$ cat src/rtl/common_fifo_shift_1w1r_lvl_pkg.sv
// Shared definitions for the common_fifo_* family: count-width helper,
// default level constants and the per-entry next-value select encoding.
package common_fifo_shift_1w1r_lvl_pkg;

  // Width of an occupancy counter able to hold 0..depth inclusive.
  function automatic int fifo_count_width(input int depth);
    return $clog2(depth + 1);
  endfunction

  // Default almost-empty level; almost-full defaults to depth-1 at the use site.
  localparam int DEF_AE_LEVEL = 1;

  // Next-value source for one shifting entry.
  typedef enum logic [1:0] {
    ENTRY_HOLD  = 2'd0,
    ENTRY_SHIFT = 2'd1,
    ENTRY_LOAD  = 2'd2
  } entry_sel_e;

endpackage

$ cat src/rtl/common_fifo_shift_entry.sv
// One storage slot of the shifting FIFO: holds, takes the neighbour above
// it (shift toward the head), or loads the write data.
module common_fifo_shift_entry
  import common_fifo_shift_1w1r_lvl_pkg::*;
#(
  parameter int                    FIFO_WIDTH       = 8,
  parameter logic [FIFO_WIDTH-1:0] FIFO_RESET_VALUE = '0
) (
  input  logic                  clk,
  input  logic                  reset,
  input  entry_sel_e            sel,
  input  logic [FIFO_WIDTH-1:0] shift_in,
  input  logic [FIFO_WIDTH-1:0] din,
  output logic [FIFO_WIDTH-1:0] entry
);

  logic [FIFO_WIDTH-1:0] entry_q;
  logic [FIFO_WIDTH-1:0] entry_d;

  // Three-way next-value select.
  always_comb begin
    entry_d = entry_q;
    case (sel)
      ENTRY_SHIFT: entry_d = shift_in;
      ENTRY_LOAD:  entry_d = din;
      default:     entry_d = entry_q;
    endcase
  end

  // Entry register with asynchronous reset.
  always_ff @(posedge clk or posedge reset) begin
    if (reset) entry_q <= FIFO_RESET_VALUE;
    else       entry_q <= entry_d;
  end

  assign entry = entry_q;

endmodule

$ cat src/rtl/common_fifo_shift_1w1r_lvl.sv
// 1-write/1-read shifting FIFO with first-word-fall-through head, binary
// occupancy count, programmable almost-full/empty levels, synchronous flush
// and registered overflow/underflow pulses.
module common_fifo_shift_1w1r_lvl
  import common_fifo_shift_1w1r_lvl_pkg::*;
#(
  parameter int                    FIFO_DEPTH       = 4,
  parameter int                    FIFO_WIDTH       = 8,
  parameter int                    AF_LEVEL         = FIFO_DEPTH - 1,
  parameter int                    AE_LEVEL         = DEF_AE_LEVEL,
  parameter bit                    PUSH_ON_FULL_POP = 1'b1,
  parameter logic [FIFO_WIDTH-1:0] FIFO_RESET_VALUE = '0
) (
  input  logic                              clk,
  input  logic                              reset,
  input  logic                              flush,
  input  logic [FIFO_WIDTH-1:0]             din,
  input  logic                              wen,
  output logic [FIFO_WIDTH-1:0]             dout,
  input  logic                              ren,
  output logic                              fifo_empty,
  output logic                              fifo_full,
  output logic [$clog2(FIFO_DEPTH+1)-1:0]   fifo_count,
  output logic                              almost_full,
  output logic                              almost_empty,
  output logic                              err_overflow,
  output logic                              err_underflow
);

  localparam int CW = fifo_count_width(FIFO_DEPTH);

  // Parameter legality, caught at elaboration.
  if (FIFO_DEPTH < 1) begin : g_chk_depth
    $error("FIFO_DEPTH must be at least 1");
  end
  if (FIFO_WIDTH < 1) begin : g_chk_width
    $error("FIFO_WIDTH must be at least 1");
  end
  if (AF_LEVEL > FIFO_DEPTH || AF_LEVEL < 0) begin : g_chk_af
    $error("AF_LEVEL must lie in 0..FIFO_DEPTH");
  end
  if (AE_LEVEL > FIFO_DEPTH || AE_LEVEL < 0) begin : g_chk_ae
    $error("AE_LEVEL must lie in 0..FIFO_DEPTH");
  end

  logic [CW-1:0]         count_q, count_d;
  logic                  err_overflow_q, err_overflow_d;
  logic                  err_underflow_q, err_underflow_d;
  logic [FIFO_WIDTH-1:0] entry_q   [FIFO_DEPTH];
  logic [FIFO_WIDTH-1:0] shift_src [FIFO_DEPTH];
  entry_sel_e            entry_sel [FIFO_DEPTH];
  logic                  pop, push;

  // Status flags decode straight from the count register.
  assign fifo_empty = (count_q == '0);
  assign fifo_full  = (count_q == CW'(FIFO_DEPTH));
  assign fifo_count = count_q;
  assign dout       = entry_q[0];

  // A level of zero makes almost_full permanently true; spelled out to avoid
  // an always-true unsigned compare.
  if (AF_LEVEL == 0) begin : g_af_const
    assign almost_full = 1'b1;
  end else begin : g_af_cmp
    assign almost_full = (count_q >= CW'(AF_LEVEL));
  end
  assign almost_empty = (count_q <= CW'(AE_LEVEL));

  assign err_overflow  = err_overflow_q;
  assign err_underflow = err_underflow_q;

  // Accept decisions; pop may free the slot a full-FIFO push needs.
  assign pop  = ren & ~fifo_empty;
  assign push = wen & (~fifo_full | (PUSH_ON_FULL_POP & pop));

  // Per-entry select: shift below the tail on pop, write din at the new tail.
  always_comb begin
    for (int i = 0; i < FIFO_DEPTH; i++) begin
      entry_sel[i] = ENTRY_HOLD;
      if (!flush) begin
        if (pop && (i < int'(count_q) - 1))
          entry_sel[i] = ENTRY_SHIFT;
        else if (push && pop && (i == int'(count_q) - 1))
          entry_sel[i] = ENTRY_LOAD;
        else if (push && !pop && (i == int'(count_q)))
          entry_sel[i] = ENTRY_LOAD;
      end
    end
  end

  // Next occupancy and error pulses; flush overrides everything.
  always_comb begin
    count_d         = count_q;
    err_overflow_d  = wen & ~push & ~flush;
    err_underflow_d = ren & fifo_empty & ~flush;
    if (flush)
      count_d = '0;
    else if (push && !pop)
      count_d = count_q + CW'(1);
    else if (pop && !push)
      count_d = count_q - CW'(1);
  end

  // Count and error registers.
  always_ff @(posedge clk or posedge reset) begin
    if (reset) begin
      count_q         <= '0;
      err_overflow_q  <= 1'b0;
      err_underflow_q <= 1'b0;
    end else begin
      count_q         <= count_d;
      err_overflow_q  <= err_overflow_d;
      err_underflow_q <= err_underflow_d;
    end
  end

  // Storage chain; the tail slot has no upper neighbour and never shifts.
  for (genvar gi = 0; gi < FIFO_DEPTH; gi++) begin : g_entry
    if (gi < FIFO_DEPTH - 1) begin : g_mid
      assign shift_src[gi] = entry_q[gi+1];
    end else begin : g_tail
      assign shift_src[gi] = entry_q[gi];
    end

    common_fifo_shift_entry #(
      .FIFO_WIDTH       (FIFO_WIDTH),
      .FIFO_RESET_VALUE (FIFO_RESET_VALUE)
    ) u_entry (
      .clk      (clk),
      .reset    (reset),
      .sel      (entry_sel[gi]),
      .shift_in (shift_src[gi]),
      .din      (din),
      .entry    (entry_q[gi])
    );
  end

endmodule

$ cat config.mk
export PLATFORM = sky130hd
export DESIGN_NAME = common_fifo_shift_1w1r_lvl
export DESIGN_NICKNAME = d
export VERILOG_FILES = /design/src/rtl/common_fifo_shift_1w1r_lvl_pkg.sv /design/src/rtl/common_fifo_shift_entry.sv /design/src/rtl/common_fifo_shift_1w1r_lvl.sv
export SDC_FILE = /design/constraint.sdc
export NUM_CORES = 1
export LEC_CHECK = 0
export ABC_AREA = 1
export BUFFER_PORTS_ARGS = -buffer_cell sky130_fd_sc_hd__buf_4
export CORE_MARGIN = 5
export CORE_UTILIZATION = 25
export DETAILED_ROUTE_END_ITERATION = 8
export PLACE_DENSITY = 0.42
export RECOVER_POWER = 25
export SETUP_SLACK_MARGIN = 0.4
export SYNTH_ARGS = -nofsm -noshare
export SYNTH_HDL_FRONTEND = slang
export SYNTH_SLANG_ARGS = --single-unit
$ cat constraint.sdc
create_clock -name clk -period 2.8 [get_ports clk]
set_input_delay 0.28 -clock clk [delete_from_list [all_inputs] [get_ports clk]]
set_output_delay 0.28 -clock clk [all_outputs]
set_load 0.02 [all_outputs]
* After elaboration in Yosys (flattened, before gate mapping)
Index checks and enable logic that the tools add are counted.
Storage, ports and cells: input port bits 13, output and inout port bits 17, register bits 37, logic and storage cells 87
Operators by class: reduce and logical (&&, ||, !) cells 24, equal/unequal tests 14, multiplexer cells 22, $add $sub $neg 3, magnitude comparators 6, bitwise gates (word level) 11
Operators with widths (count):
- $pmux W8 S2 | 3
- $logic_not A32 Y1 | 1
- $mux W2 | 16
- $logic_and A1 B1 Y1 | 15
- $mux W3 | 3
- $eq A2 B2 Y1 const B | 4
- $eq A3 B4 Y1 const A | 2
- $lt A3 B4 Y1 const A | 2
- $and A1 B1 Y1 | 6
- $eq A2 B1 Y1 const B | 3
- $eq A3 B3 Y1 const A | 2
- $logic_not A3 Y1 | 2
- $reduce_bool A2 Y1 | 3
- $eq A2 B4 Y1 const A | 1
- $lt A1 B4 Y1 const A | 1
- $lt A2 B4 Y1 const A | 1
- $not A1 Y1 | 4
- $sub A3 B1 Y4 const B | 1
- $add A3 B1 Y3 const B | 1
- $eq A2 B3 Y1 const A | 1
- $eq A3 B3 Y1 const B | 1
- $ge A3 B2 Y1 const B | 1
- $le A3 B1 Y1 const B | 1
- $reduce_bool A3 Y1 | 1
- other kinds (3) | 4

* Depth between registers and ports, before layout
depth after elaboration 13, mapped depth 16

* Cells and area by module
Synthesis repeated with hierarchy kept, for this count alone.
Unflattened totals: cell total of the unflattened synthesis 379, area, all modules 2458.6 um^2
Modules (own cells, without submodules):
- common_fifo_shift_entry | area an instance 460.4 um^2, times used 4, seq. area each 200.2 um^2, cells an instance 71
- common_fifo_shift_1w1r_lvl | area an instance 616.8 um^2, times used 1, seq. area each 125.1 um^2, cells an instance 95

* Worst setup path after synthesis
OpenSTA, ideal clock, no wires.
kind flip-flop to flip-flop, start reg count_q[0], in the netlist fifo_count[0], end reg g_entry[0].u_entry.entry_q[0], cell stages (with the launch flop) 17, library setup time 124 ps, path slack 115 ps, data required time 2676 ps, arrival 2561 ps, cell sequence dfrtp_1 -> inv_1 -> ha_1 -> inv_1 -> nand2_2 -> nand2_2 -> nand2_1 -> nor2_1 -> ha_1 -> inv_1 -> nor2_1 -> nor4_1 -> ha_1 -> clkbuf_1 -> nand2_1 -> o211ai_1 -> nand2_1
Between the ends: cells in the longest elaborated chain, start to end 13, elaborated cells between the ends (all ways) 25, those cells by class 1 x add/sub; 1 x order compare; 3 x eq/ne; 5 x mux; 5 x bitwise; 10 x reduce/logical
Ends and longest elaborated chain:
- start, declared | RTL line common_fifo_shift_1w1r_lvl.sv:46 | logic [CW-1:0] count_q, count_d;
- start signal, assigned | RTL line common_fifo_shift_1w1r_lvl.sv:111 | count_q <= count_d;
- parallel branches: the longest is 9 deep, another holds $sub A3 B1 Y4
- $mux W2 (*) | RTL line common_fifo_shift_1w1r_lvl.sv:81 | if (pop && (i < int'(count_q) - 1))
- $mux W2 (*) | RTL line common_fifo_shift_1w1r_lvl.sv:80 | if (!flush) begin
- $eq A2 B2 Y1 / $eq A2 B1 Y1 (equally long branches) | RTL line common_fifo_shift_entry.sv:23 | case (sel)
- $pmux W8 S2 / $reduce_bool A2 Y1 (equally long branches)
- end signal, assigned | RTL line common_fifo_shift_entry.sv:33 | else entry_q <= entry_d;
- end, declared | RTL line common_fifo_shift_entry.sv:17 | logic [FIFO_WIDTH-1:0] entry_q;
Mark *: on every way between the ends. A chain may end at the register's enable or synchronous reset.

* Worst setup path in the final report
start reg count_q[1], in the netlist fifo_count[1], end reg g_entry[0].u_entry.entry_q[5]
Same word-level chain as after synthesis.

==> impl_metrics.csv <==
group,metric,value,unit
detailed_routing,dr.pass1.iters,4,
global_route,antenna_found_initial,0,
logic_synthesis,synth_seq_cells,37,
detailed_routing,ant_nets,0,
finish,antenna_cells,0,
placed_design,gp_congestion,0.771,
detailed_routing,routed_wl,4960,µm
placed_design,hpwlAfterDp,3580,µm
logic_synthesis,netlist.area_leader.share,44.8,%
setup_path,criticalPathCategory,"reg2reg",
floorplan,coreArea,0.00813,mm²
logic_synthesis,synth_warnings,0,
finish,synthToLayoutAreaGrowth,29.8,%
timing,setup_viol,0,
power_and_ir_drop,p_leak,1.30,nW
logic_synthesis,synth.most_common_cell,"nand2_1",
logic_synthesis,synth.distinct_cells,23,
detailed_routing,routedWlPerCell,12.2,µm
setup_path,cp.required,2.97,ns
timing,worst_pin_slew,1.03,ns
detailed_routing,first_iter_violations,59,
placed_design,place_inst,381,
finish,filler_cell_count,878,
global_route,grt_usage,10.2,%
cts,clk_latency,0.29,ns
timing,rsz0062_at_grt,"yes",
cts,root_buffer,"clkbuf_8",
logic_synthesis,synth_area,0.00207,mm²
finish,layout-drive-gt1-share,29.3,%
cts,cts_buffers,5,
timing,finalClockSkew,0.00649,ns
finish,final_cells,405,
logic_synthesis,async_flop_share,100,%
global_route,grt_pass1_wl,8350,µm
global_route,grt_max_degree,26,
finish,final_nets,323,
timing,finalCriticalPeriod,2.30,ns
logic_synthesis,ys_top_cells_by_count,"nand2_1 (83), dfrtp_1 (37), o21ai_0 (36)",
detailed_routing,remaining_drc_errors,0,
cts,cts_tree,"yes",
global_route,grt-ovfl-total,0,
job,drv_cap,0,
status,outcome,"complete, no violations",
cts,clock_path_buffers,2,
floorplan,num_rows,33,
logic_synthesis,yosysTopAreaCell,"dfrtp_1",
finish,fin_util,33.0,%
setup_path,cp-start-kind,"register",
power_and_ir_drop,vdd_drop_max,0.228,mV
setup_path,cp_max_fo,5,
detailed_routing,vias,1687,
setup_path,cp-end-kind,"register",
power_and_ir_drop,cellPowerDensity,1010,mW/mm²
cts,cts.sinks,37,
timing,tns,0,ns
floorplan,die_area,0.0102,mm²
timing,slew_headroom,31.5,%
logic_synthesis,synth-main-ff-cell,"dfrtp_1",
floorplan,die_h,101,µm
timing,maxSlewViolCount,0,
logic_synthesis,synth_area_leaders,"dfrtp_1 (45%), nand2_1 (15%), o21ai_0 (8.7%)",
hold_path,hold_class,"in2reg",
placed_design,port-buffer-count,29,
floorplan,ios,30,
logic_synthesis,avgSynthCellArea,7.99,µm²
logic_synthesis,synth_cells,259,
cts,htreeDepth,2,
setup_path,worstPathArrival,2.47,ns
logic_synthesis,syn-num-nets,283,
floorplan,start_util,25.4,%
floorplan,chipWidth,101,µm
power_and_ir_drop,power,0.00272,W
logic_synthesis,yosysSeqAreaShare,44.8,%
timing,hold_viol_final,0,
logic_synthesis,synth_edf_count,0,
timing,fmax,0.435,GHz
cts,clkTransAtPathRegs,0.07,ns
timing,fin_crit_sh,82.2,%
detailed_routing,viasPerCell,4.17,
global_route,grt_pass1_vias,1686,
## path summary, 6_finish.rpt
path	startpoint	endpoint	slack, ns	depth (start not counted)
setup / recovery	fifo_count[1]	g_entry[0].u_entry.entry[5]	0.50	13
setup reg to reg	fifo_count[1]	g_entry[0].u_entry.entry[5]	0.50	13
hold / removal	ren	err_overflow	0.20	2
min in group asynchronous	reset	err_overflow	0.24	2
max in group asynchronous	reset	fifo_count[2]	1.86	2
hold reg to reg	g_entry[3].u_entry.entry[3]	g_entry[3].u_entry.entry[3]	0.47	2
## metal layers
metal  track usage (%)  vias to the layer above  part of all wire (%)
met2              15.8                       24                    45
met1              13.8                      741                    50
met5                 0                        -                     0
met3              2.70                        5                   4.0
met4              3.37                        0                   1.7
li1                  -                      917                     -
## what timing repair did
item,4_1_cts,5_1_grt
gates cloned,0,0
gates resized for setup,4,18
setup endpoints to repair,16,24
pin swaps,2,5
buffers inserted,10,6
hold buffers,0,0
## kinds of logic (layout without fill, tap and decap cells)
logic type / count (synthesis) / count (layout) / share of synthesized area (%)
buffers and inverters: 40 / 81 / 8.71
AND/OR/NAND/NOR: 119 / 119 / 25.3
flip-flops: 37 / 37 / 44.8
XOR/XNOR: 1 / 1 / 0.424
AO/OA/AOI/OAI: 51 / 51 / 14.2
adder cells (fa/ha/maj): 11 / 11 / 6.65
## worst max-delay path, cell delays in order, from the launching register on
cell     delay (ns)
dfrtp_2        0.44
buf_4          0.15
nor2_2         0.11
nand2_2        0.12
nand2_4        0.10
nor2_2         0.03
ha_1           0.26
inv_1          0.06
nor2_2         0.04
nor4_2         0.25
ha_2           0.36
buf_6          0.15
nand2_1        0.05
nand2_1        0.05
## state kept, by name (all words and copies together) (netlist names)
| name | cells |
|---|---|
| err_overflow | 1 |
| err_underflow | 1 |
| g_entry.u_entry.entry | 32 |
| fifo_count | 3 |
## cells in the final DEF, fill, tap and decap left out, types with 4 or more instances in the layout
cell type / n
nand2_2: 6
o21ai_0: 36
o211ai_1: 9
ha_1: 7
buf_4: 43
dfrtp_1: 34
nand2_1: 79
nand2_4: 4
nand4_1: 4
nor2_1: 6
inv_1: 19
nand3_1: 11
clkbuf_8: 6
## report_power, final
| group | switching [W] | leakage [nW] | internal [W] |
|---|---|---|---|
| sequential | 0.000124 | 0.489 | 0.000740 |
| clock | 0.000196 | 0.0574 | 0.000290 |
| combinational | 0.000775 | 0.756 | 0.000590 |
| total | 0.00110 | 1.30 | 0.00162 |
## final cells by class
class                   count  area (µm²)  area share [%]
repair buffers             48         373            13.9
well taps                 105         131            4.89
multi-input cells         182        1030            38.4
inverters                  25         101            3.77
clock buffers               6        82.6            3.08
clock inverters             2        37.5            1.40
flip-flops and latches     37         930            34.6
## per-stage QoR
step                      hold slack, ns  area, µm²  setup slack, ns
after floorplan                    0.352       2100            0.400
after global placement             0.451       2370            0.298
after detailed placement           0.454       2370            0.293
after CTS                          0.193       2580            0.408
after global routing               0.188       2690            0.345
final                              0.201       2690            0.499
Note: power is estimated with default switching activity, not from simulation.
